<file path="config.mk">
export PLATFORM = sky130hd
export DESIGN_NAME = id_stage_pipe_flat
export DESIGN_NICKNAME = d
export VERILOG_FILES = /design/src/rtl/id_stage_pipe_pkg.sv /design/src/rtl/id_stage_pipe_if.sv /design/src/rtl/id_decode_comb.sv /design/src/rtl/id_stage_pipe.sv /design/src/flat_wrapper.sv
export SDC_FILE = /design/constraint.sdc
export NUM_CORES = 1
export LEC_CHECK = 0
export BUFFER_PORTS_ARGS = -buffer_cell sky130_fd_sc_hd__buf_2
export CORE_MARGIN = 3
export CORE_UTILIZATION = 30
export DETAILED_ROUTE_END_ITERATION = 8
export GPL_TIMING_DRIVEN = 0
export MAX_ROUTING_LAYER = met4
export PLACE_DENSITY = 0.59
export SLEW_MARGIN = 20
export SYNTH_ARGS = -nofsm -noshare
export SYNTH_HDL_FRONTEND = slang
export SYNTH_HIERARCHICAL = 1
export SYNTH_SLANG_ARGS = --single-unit
</file>
<file path="constraint.sdc">
create_clock -name clk -period 2.1 [get_ports clk]
set_input_delay 0.315 -clock clk [delete_from_list [all_inputs] [get_ports clk]]
set_output_delay 0.315 -clock clk [all_outputs]
set_load 0.1 [all_outputs]
</file>
<file path="src/rtl/id_stage_pipe_pkg.sv">
// Shared constants for the RV integer decode stage: opcodes, class one-hots,
// ALU operation codes and the registered control bundle.
package id_stage_pipe_pkg;

   localparam logic [6:0] OPC_OP_IMM = 7'b0010011;
   localparam logic [6:0] OPC_OP     = 7'b0110011;
   localparam logic [6:0] OPC_LUI    = 7'b0110111;
   localparam logic [6:0] OPC_AUIPC  = 7'b0010111;

   localparam logic [4:0] TYPE_ARITH = 5'b10000;
   localparam logic [4:0] TYPE_LOGIC = 5'b01000;
   localparam logic [4:0] TYPE_LDST  = 5'b00100;
   localparam logic [4:0] TYPE_JUMP  = 5'b00010;
   localparam logic [4:0] TYPE_SYS   = 5'b00001;

   localparam logic [7:0] ALU_ADD  = 8'h11;
   localparam logic [7:0] ALU_AND  = 8'h12;
   localparam logic [7:0] ALU_SUB  = 8'h13;
   localparam logic [7:0] ALU_OR   = 8'h14;
   localparam logic [7:0] ALU_XOR  = 8'h15;
   localparam logic [7:0] ALU_SLL  = 8'h16;
   localparam logic [7:0] ALU_SRL  = 8'h17;
   localparam logic [7:0] ALU_SRA  = 8'h18;
   localparam logic [7:0] ALU_SLT  = 8'h19;
   localparam logic [7:0] ALU_SLTU = 8'h1A;

   // Everything in the output register except the two operands.
   typedef struct packed {
      logic       illegal;
      logic       rd_w_ena;
      logic [4:0] rd_w_addr;
      logic [4:0] inst_type;
      logic [7:0] inst_opcode;
   } ctrl_t;

   // funct3 to ALU code; alt selects SUB/SRA (inst[30]).
   function automatic logic [7:0] alu_code(input logic [2:0] f3, input logic alt);
      case (f3)
         3'b000:  alu_code = alt ? ALU_SUB : ALU_ADD;
         3'b001:  alu_code = ALU_SLL;
         3'b010:  alu_code = ALU_SLT;
         3'b011:  alu_code = ALU_SLTU;
         3'b100:  alu_code = ALU_XOR;
         3'b101:  alu_code = alt ? ALU_SRA : ALU_SRL;
         3'b110:  alu_code = ALU_OR;
         default: alu_code = ALU_AND;
      endcase
   endfunction

   function automatic logic [4:0] alu_type(input logic [7:0] code);
      alu_type = (code == ALU_ADD || code == ALU_SUB || code == ALU_SLT || code == ALU_SLTU)
                 ? TYPE_ARITH : TYPE_LOGIC;
   endfunction

endpackage

</file>
<file path="src/rtl/id_stage_pipe_if.sv">
// IF -> ID -> EX handshake, regfile read ports and decoded bundle.
interface id_stage_pipe_if #(parameter int XLEN = 64, parameter int CNT_W = 16);
   logic             flush;
   logic             in_valid;
   logic             in_ready;
   logic [31:0]      in_inst;
   logic [XLEN-1:0]  in_pc;
   logic             rs1_r_ena;
   logic [4:0]       rs1_r_addr;
   logic             rs2_r_ena;
   logic [4:0]       rs2_r_addr;
   logic [XLEN-1:0]  rs1_data;
   logic [XLEN-1:0]  rs2_data;
   logic             out_valid;
   logic             out_ready;
   logic             rd_w_ena;
   logic [4:0]       rd_w_addr;
   logic [4:0]       inst_type;
   logic [7:0]       inst_opcode;
   logic [XLEN-1:0]  op1;
   logic [XLEN-1:0]  op2;
   logic             illegal;
   logic [CNT_W-1:0] illegal_cnt;

   modport slave (
      input  flush, in_valid, in_inst, in_pc, rs1_data, rs2_data, out_ready,
      output in_ready, rs1_r_ena, rs1_r_addr, rs2_r_ena, rs2_r_addr, out_valid,
             rd_w_ena, rd_w_addr, inst_type, inst_opcode, op1, op2, illegal, illegal_cnt
   );

   modport master (
      output flush, in_valid, in_inst, in_pc, rs1_data, rs2_data, out_ready,
      input  in_ready, rs1_r_ena, rs1_r_addr, rs2_r_ena, rs2_r_addr, out_valid,
             rd_w_ena, rd_w_addr, inst_type, inst_opcode, op1, op2, illegal, illegal_cnt
   );
endinterface

</file>
<file path="src/rtl/id_decode_comb.sv">
// Pure combinational decoder: instruction word, pc and register data in,
// control bundle and operands out. Illegal encodings zero everything but illegal.
module id_decode_comb
   import id_stage_pipe_pkg::*;
#(
   parameter int XLEN = 64
) (
   input  logic [31:0]     inst,
   input  logic [XLEN-1:0] pc,
   input  logic [XLEN-1:0] rs1_data,
   input  logic [XLEN-1:0] rs2_data,
   output logic            uses_rs1,
   output logic            uses_rs2,
   output ctrl_t           ctrl,
   output logic [XLEN-1:0] op1,
   output logic [XLEN-1:0] op2
);

   logic [6:0]      opc;
   logic [2:0]      f3;
   logic [6:0]      f7;
   logic [4:0]      rd;
   logic [XLEN-1:0] imm_i;
   logic [XLEN-1:0] imm_u;
   logic [XLEN-1:0] shamt;
   logic            shamt_ok;
   logic            legal;
   logic [7:0]      code;
   logic [XLEN-1:0] a;
   logic [XLEN-1:0] b;

   assign opc   = inst[6:0];
   assign f3    = inst[14:12];
   assign f7    = inst[31:25];
   assign rd    = inst[11:7];
   assign imm_i = XLEN'($signed(inst[31:20]));
   assign imm_u = XLEN'($signed({inst[31:12], 12'b0}));
   // RV64 shifts take a 6-bit amount; RV32 must keep inst[25] clear.
   assign shamt    = (XLEN == 64) ? XLEN'(inst[25:20]) : XLEN'(inst[24:20]);
   assign shamt_ok = (XLEN == 64) || !inst[25];

   // Classify by opcode, pick operands and ALU code, then validate upper bits.
   always_comb begin
      legal    = 1'b0;
      uses_rs1 = 1'b0;
      uses_rs2 = 1'b0;
      code     = ALU_ADD;
      a        = '0;
      b        = '0;
      case (opc)
         OPC_OP_IMM: begin
            uses_rs1 = 1'b1;
            a        = rs1_data;
            code     = alu_code(f3, (f3 == 3'b101) && inst[30]);
            if (f3 == 3'b001) begin
               b     = shamt;
               legal = shamt_ok && (inst[31:26] == 6'b000000);
            end else if (f3 == 3'b101) begin
               b     = shamt;
               legal = shamt_ok && (inst[31:26] == 6'b000000 || inst[31:26] == 6'b010000);
            end else begin
               b     = imm_i;
               legal = 1'b1;
            end
         end
         OPC_OP: begin
            uses_rs1 = 1'b1;
            uses_rs2 = 1'b1;
            a        = rs1_data;
            b        = rs2_data;
            code     = alu_code(f3, inst[30]);
            legal    = (f7 == 7'b0000000) ||
                       (f7 == 7'b0100000 && (f3 == 3'b000 || f3 == 3'b101));
         end
         OPC_LUI: begin
            legal = 1'b1;
            b     = imm_u;
         end
         OPC_AUIPC: begin
            legal = 1'b1;
            a     = pc;
            b     = imm_u;
         end
         default: legal = 1'b0;
      endcase
   end

   // Squash the payload of illegal instructions.
   always_comb begin
      ctrl.illegal     = !legal;
      ctrl.rd_w_ena    = legal && (rd != 5'd0);
      ctrl.rd_w_addr   = ctrl.rd_w_ena ? rd : 5'd0;
      ctrl.inst_type   = legal ? alu_type(code) : 5'd0;
      ctrl.inst_opcode = legal ? code : 8'd0;
      op1              = legal ? a : '0;
      op2              = legal ? b : '0;
   end

endmodule

</file>
<file path="src/rtl/id_stage_pipe.sv">
// Registered decode stage: valid/ready skid-free output register, regfile
// read in the accept cycle, flush, and a saturating illegal-instruction count.
module id_stage_pipe
   import id_stage_pipe_pkg::*;
#(
   parameter int XLEN  = 64,
   parameter int CNT_W = 16
) (
   input logic          clk,
   input logic          rst_n,
   id_stage_pipe_if.slave bus
);

   logic             uses_rs1;
   logic             uses_rs2;
   ctrl_t            dec_ctrl;
   logic [XLEN-1:0]  dec_op1;
   logic [XLEN-1:0]  dec_op2;
   logic             accept;

   logic             out_valid_q, out_valid_d;
   ctrl_t            ctrl_q, ctrl_d;
   logic [XLEN-1:0]  op1_q, op1_d;
   logic [XLEN-1:0]  op2_q, op2_d;
   logic [CNT_W-1:0] cnt_q, cnt_d;

   id_decode_comb #(.XLEN(XLEN)) u_dec (
      .inst     (bus.in_inst),
      .pc       (bus.in_pc),
      .rs1_data (bus.rs1_data),
      .rs2_data (bus.rs2_data),
      .uses_rs1 (uses_rs1),
      .uses_rs2 (uses_rs2),
      .ctrl     (dec_ctrl),
      .op1      (dec_op1),
      .op2      (dec_op2)
   );

   assign bus.rs1_r_ena  = bus.in_valid && uses_rs1;
   assign bus.rs1_r_addr = bus.rs1_r_ena ? bus.in_inst[19:15] : 5'd0;
   assign bus.rs2_r_ena  = bus.in_valid && uses_rs2;
   assign bus.rs2_r_addr = bus.rs2_r_ena ? bus.in_inst[24:20] : 5'd0;

   assign bus.in_ready = (!out_valid_q || bus.out_ready) && !bus.flush;
   assign accept       = bus.in_valid && bus.in_ready;

   // Next state: flush drops everything, accept loads, a consumed bundle empties.
   always_comb begin
      ctrl_d = ctrl_q;
      op1_d  = op1_q;
      op2_d  = op2_q;
      cnt_d  = cnt_q;
      if (bus.flush)          out_valid_d = 1'b0;
      else if (accept)        out_valid_d = 1'b1;
      else if (bus.out_ready) out_valid_d = 1'b0;
      else                    out_valid_d = out_valid_q;
      if (accept) begin
         ctrl_d = dec_ctrl;
         op1_d  = dec_op1;
         op2_d  = dec_op2;
         if (dec_ctrl.illegal && !(&cnt_q)) cnt_d = cnt_q + 1'b1;
      end
   end

   // Output register and counter.
   always_ff @(posedge clk or negedge rst_n) begin
      if (!rst_n) begin
         out_valid_q <= 1'b0;
         ctrl_q      <= '0;
         op1_q       <= '0;
         op2_q       <= '0;
         cnt_q       <= '0;
      end else begin
         out_valid_q <= out_valid_d;
         ctrl_q      <= ctrl_d;
         op1_q       <= op1_d;
         op2_q       <= op2_d;
         cnt_q       <= cnt_d;
      end
   end

   assign bus.out_valid   = out_valid_q;
   assign bus.rd_w_ena    = ctrl_q.rd_w_ena;
   assign bus.rd_w_addr   = ctrl_q.rd_w_addr;
   assign bus.inst_type   = ctrl_q.inst_type;
   assign bus.inst_opcode = ctrl_q.inst_opcode;
   assign bus.illegal     = ctrl_q.illegal;
   assign bus.op1         = op1_q;
   assign bus.op2         = op2_q;
   assign bus.illegal_cnt = cnt_q;

endmodule
</file>
<file path="src/flat_wrapper.sv">
// flat-port wrapper written by rule: the top's interface ports become plain ports
module id_stage_pipe_flat import id_stage_pipe_pkg::*;
#(
   parameter int XLEN  = 64,
   parameter int CNT_W = 16
)
  (clk, rst_n, bus_flush, bus_in_valid, bus_in_inst, bus_in_pc, bus_rs1_data, bus_rs2_data, bus_out_ready, bus_in_ready, bus_rs1_r_ena, bus_rs1_r_addr, bus_rs2_r_ena, bus_rs2_r_addr, bus_out_valid, bus_rd_w_ena, bus_rd_w_addr, bus_inst_type, bus_inst_opcode, bus_op1, bus_op2, bus_illegal, bus_illegal_cnt);
  id_stage_pipe_if #(.XLEN(XLEN), .CNT_W(CNT_W)) bus_i ();
  input logic clk;
  input logic rst_n;
  input wire logic [$bits(bus_i.flush)-1:0] bus_flush;
  input wire logic [$bits(bus_i.in_valid)-1:0] bus_in_valid;
  input wire logic [$bits(bus_i.in_inst)-1:0] bus_in_inst;
  input wire logic [$bits(bus_i.in_pc)-1:0] bus_in_pc;
  input wire logic [$bits(bus_i.rs1_data)-1:0] bus_rs1_data;
  input wire logic [$bits(bus_i.rs2_data)-1:0] bus_rs2_data;
  input wire logic [$bits(bus_i.out_ready)-1:0] bus_out_ready;
  output wire logic [$bits(bus_i.in_ready)-1:0] bus_in_ready;
  output wire logic [$bits(bus_i.rs1_r_ena)-1:0] bus_rs1_r_ena;
  output wire logic [$bits(bus_i.rs1_r_addr)-1:0] bus_rs1_r_addr;
  output wire logic [$bits(bus_i.rs2_r_ena)-1:0] bus_rs2_r_ena;
  output wire logic [$bits(bus_i.rs2_r_addr)-1:0] bus_rs2_r_addr;
  output wire logic [$bits(bus_i.out_valid)-1:0] bus_out_valid;
  output wire logic [$bits(bus_i.rd_w_ena)-1:0] bus_rd_w_ena;
  output wire logic [$bits(bus_i.rd_w_addr)-1:0] bus_rd_w_addr;
  output wire logic [$bits(bus_i.inst_type)-1:0] bus_inst_type;
  output wire logic [$bits(bus_i.inst_opcode)-1:0] bus_inst_opcode;
  output wire logic [$bits(bus_i.op1)-1:0] bus_op1;
  output wire logic [$bits(bus_i.op2)-1:0] bus_op2;
  output wire logic [$bits(bus_i.illegal)-1:0] bus_illegal;
  output wire logic [$bits(bus_i.illegal_cnt)-1:0] bus_illegal_cnt;
  assign bus_i.flush = bus_flush;
  assign bus_i.in_valid = bus_in_valid;
  assign bus_i.in_inst = bus_in_inst;
  assign bus_i.in_pc = bus_in_pc;
  assign bus_i.rs1_data = bus_rs1_data;
  assign bus_i.rs2_data = bus_rs2_data;
  assign bus_i.out_ready = bus_out_ready;
  assign bus_in_ready = bus_i.in_ready;
  assign bus_rs1_r_ena = bus_i.rs1_r_ena;
  assign bus_rs1_r_addr = bus_i.rs1_r_addr;
  assign bus_rs2_r_ena = bus_i.rs2_r_ena;
  assign bus_rs2_r_addr = bus_i.rs2_r_addr;
  assign bus_out_valid = bus_i.out_valid;
  assign bus_rd_w_ena = bus_i.rd_w_ena;
  assign bus_rd_w_addr = bus_i.rd_w_addr;
  assign bus_inst_type = bus_i.inst_type;
  assign bus_inst_opcode = bus_i.inst_opcode;
  assign bus_op1 = bus_i.op1;
  assign bus_op2 = bus_i.op2;
  assign bus_illegal = bus_i.illegal;
  assign bus_illegal_cnt = bus_i.illegal_cnt;
  id_stage_pipe #(.XLEN(XLEN), .CNT_W(CNT_W)) u_core (.clk(clk), .rst_n(rst_n), .bus(bus_i));
endmodule
</file>
==> out/qor.csv <==
metric,value,unit
worst hold stages,2,
fin cells,1545,
crit path from,bus_in_inst[6],
Post-layout nets,1376,
HPWL Detailed,22000,um
die width,178,um
status,"complete, but fails checks",
height of the die,178,um
Vias/cell,4.67,
core area,28900,um2
"flops & latches, synth",165,
static leakage,0.00668,uW
number of placed I/O pins,407,
number of H-tree levels,4,
Critical Path Sink Type,primary output,
CTS tree,yes,
switching power total,3030,uW
Clock Power Share,36.6,%
WL/cell,18.9,um
endpoints failing setup,7,
vias,7212,
Starting DRT DRC Count,295,
Tightest Pin Transition,714,ps
Initial Utilization,30.7,%
Crit Reg-Reg Startpoint,u_core/bus.illegal_cnt[0],
failing checks,negative setup slack,
Mapped Area,8850,um2
sw frac,35.3,%
HP Class,input pin to flip-flop,
critical path class,input pin to primary output,
RSZ-0062 raised after global routing,yes,
Worst IR Drop VDD,1.04,mV
Worst EP required,1780,ps
Period minus WS final,2110,ps
vias in the first global route,7343,
deepest clock path buffer count,2,
setup ws final,-14.4,ps
layout cells sized above 1,60.1,%
Final ANT Viol Nets,0,
Final Hold Vio Count,0,
DIE AREA,31600,um2
P&R area growth vs syn,41.5,%
Crit Path Max Fanout,8,
clock latency on the worst-skew pair,430,ps
CTS Sinks,165,
average footprint of a synthesized cell,12.5,um2
Placer Congestion,0.775,
TritonRoute pass-1 iters,4,
combinational power share,23.3,%
Num CTS Buffers,17,
root buffer cell,clkbuf_16,
Worst Skew,14.6,ps
register area share after synthesis,46.7,%
R2R cell count,6,
"EDFF count, synth",0,
Setup TNS Final,-75.8,ps
initial antenna violation count,2,
Ys Warns,6,
Async SR Flop Fraction,100,%
Main synth FF type,dfrtp_1,
Max-Cap Viols,0,
Rows,62,
Seq pwr share,40.1,%
All-Layer GR Usage,18.3,%
clock slew at reported path FFs,70,ps
min-delay src,bus_flush,
worst relative slew slack,52.2,%
Int Power,5560,uW
post-synthesis cell type count,48,
cells after synthesis,710,
global-route wire length before repair,43100,um
Post-Route WL,29200,um
number of port buffers,404,
placed cells,1504,
CP arrival,1800,ps
Critical Path Start Type,input pin,
fin crit share,101,%
GR Overflow Total,0,
"Slew Viols, Final",0,
drc violations,0,
largest net degree at the start of global routing,90,
Peak Freq,473,MHz
Power per Cell Area,686,nW/um2
Yosys cell counts (all sizes together), types with 2 or more instances:
library cell    n  area, um2
buf            45        408
nor3            9       45.0
nor2b           2       22.5
xor2           15        131
o21ai           4       20.0
nand4bb         2       38.8
inv            24       90.1
mux2          148       2110
a21oi          40        204
mux2i           7       70.1
nor4           10       77.6
a22o           70        613
nand2          61        229
and3           14       87.6
a221oi         19        173
and2            9       56.3
dfrtp         165       4130
o21a            2       15.0
clkbuf         18       68.8
nor2           22       85.1
nand3           6       30.0
nand4           5       31.3
metrics by stage:
step	util, %	hold slack (ps)	area [um2]	total power [uW]	worst slack (ps)
global route	43.4	113	12500	9000	-85.2
finish	43.4	110	12500	8590	-14.4
global placement	40.7	467	11700	5480	-2720
CTS	43.1	90.0	12400	8730	-4.38
floorplan	-	19.4	9240	4910	-253
detailed placement	40.8	326	11800	5500	-607
worst max-delay path: stages:
cell and delay [ps]:
buf_2 90, nand2b_1 280, nor2_2 430, and3_2 250
buf_2 420
sequential cells by signal, summed over array words and instances (netlist names):
| name | flops |
|---|---|
| u_core/bus.inst_type | 5 |
| u_core/bus.illegal_cnt | 16 |
| u_core/bus.rd_w_ena | 1 |
| u_core/bus.rd_w_addr | 5 |
| u_core/bus.op1 | 64 |
| u_core/bus.inst_opcode | 8 |
| u_core/bus.illegal | 1 |
| u_core/bus.op2 | 64 |
| u_core/bus.out_valid | 1 |
logic make-up (layout without fill, tap and decap cells):
logic type               count (synthesis)  count (layout)  synth area share [%]
multiplexers                           155             155                  24.7
adder cells (fa/ha/maj)                  1               1                 0.141
AND/OR/NAND/NOR                        145             145                  8.41
buffers and inverters                   87             531                  6.40
AO/OA/AOI/OAI                          141             141                  12.2
flip-flops                             165             165                  46.7
other                                    1               8                0.0424
XOR/XNOR                                15              15                  1.48
layer usage:
metal / up-vias / global-route usage [%] / share of wire, % / wire [um]
li1: 3442 / - / - / -
met1: 3499 / 23.3 / 44 / 12800
met2: 250 / 30.0 / 49 / 14200
met3: 21 / 3.70 / 6.4 / 1860
met4: 0 / 4.35 / 1.2 / 344
met5: - / - / 0 / 0
timing repair:
action | CTS | global route
buffers inserted | 2 | 4
pin swaps | 0 | 4
cloned | 0 | 0
gates resized for setup | 8 | 18
hold buffers | 1 | 0
endpoints found under the hold margin | 76 | 0
setup endpoints to repair | 87 | 105
layout make-up:
cell class	instances	area [um2]
buffer	63	617
clock buffer	19	433
timing repair buffer	412	2160
fill	2795	16300
multi-input combinational	463	4440
clock inverter	13	139
antenna	2	5.00
inverter	24	90.1
sequential	165	4160
tap	384	480
power by group through the flow:
stage	Sequential, uW	Combinational (uW)	Clock [uW]
after CTS	3440	2010	3280
after global routing	3470	2110	3420
final	3440	2010	3140
after detailed placement	3500	2000	0
after floorplan	4370	538	0
after global placement	3500	1980	0
cell usage in the layout (no fill, tap or decap), types with 18 or more instances in the layout:
master	Yosys	final
buf_2	11	404
dfrtp_1	165	148
mux2_4	119	120
a22o_1	70	70
nand2_1	61	61
a21oi_1	39	39
mux2_2	29	28
inv_1	23	23
nor2_1	21	19
a221oi_1	18	18
path summary, 6_finish.rpt:
check | endpoint | slack, ps
setup / recovery | bus_rs1_r_addr[3] | -10
hold / removal | u_core/bus.out_valid | 110
setup reg to reg | u_core/bus.illegal_cnt[6] | 180
hold reg to reg | u_core/bus.illegal_cnt[15] | 480
max in group asynchronous | u_core/bus.op2[30] | 780
min in group asynchronous | u_core/bus.op1[42] | 440
No activity file was read; power rests on OpenSTA's default activity.
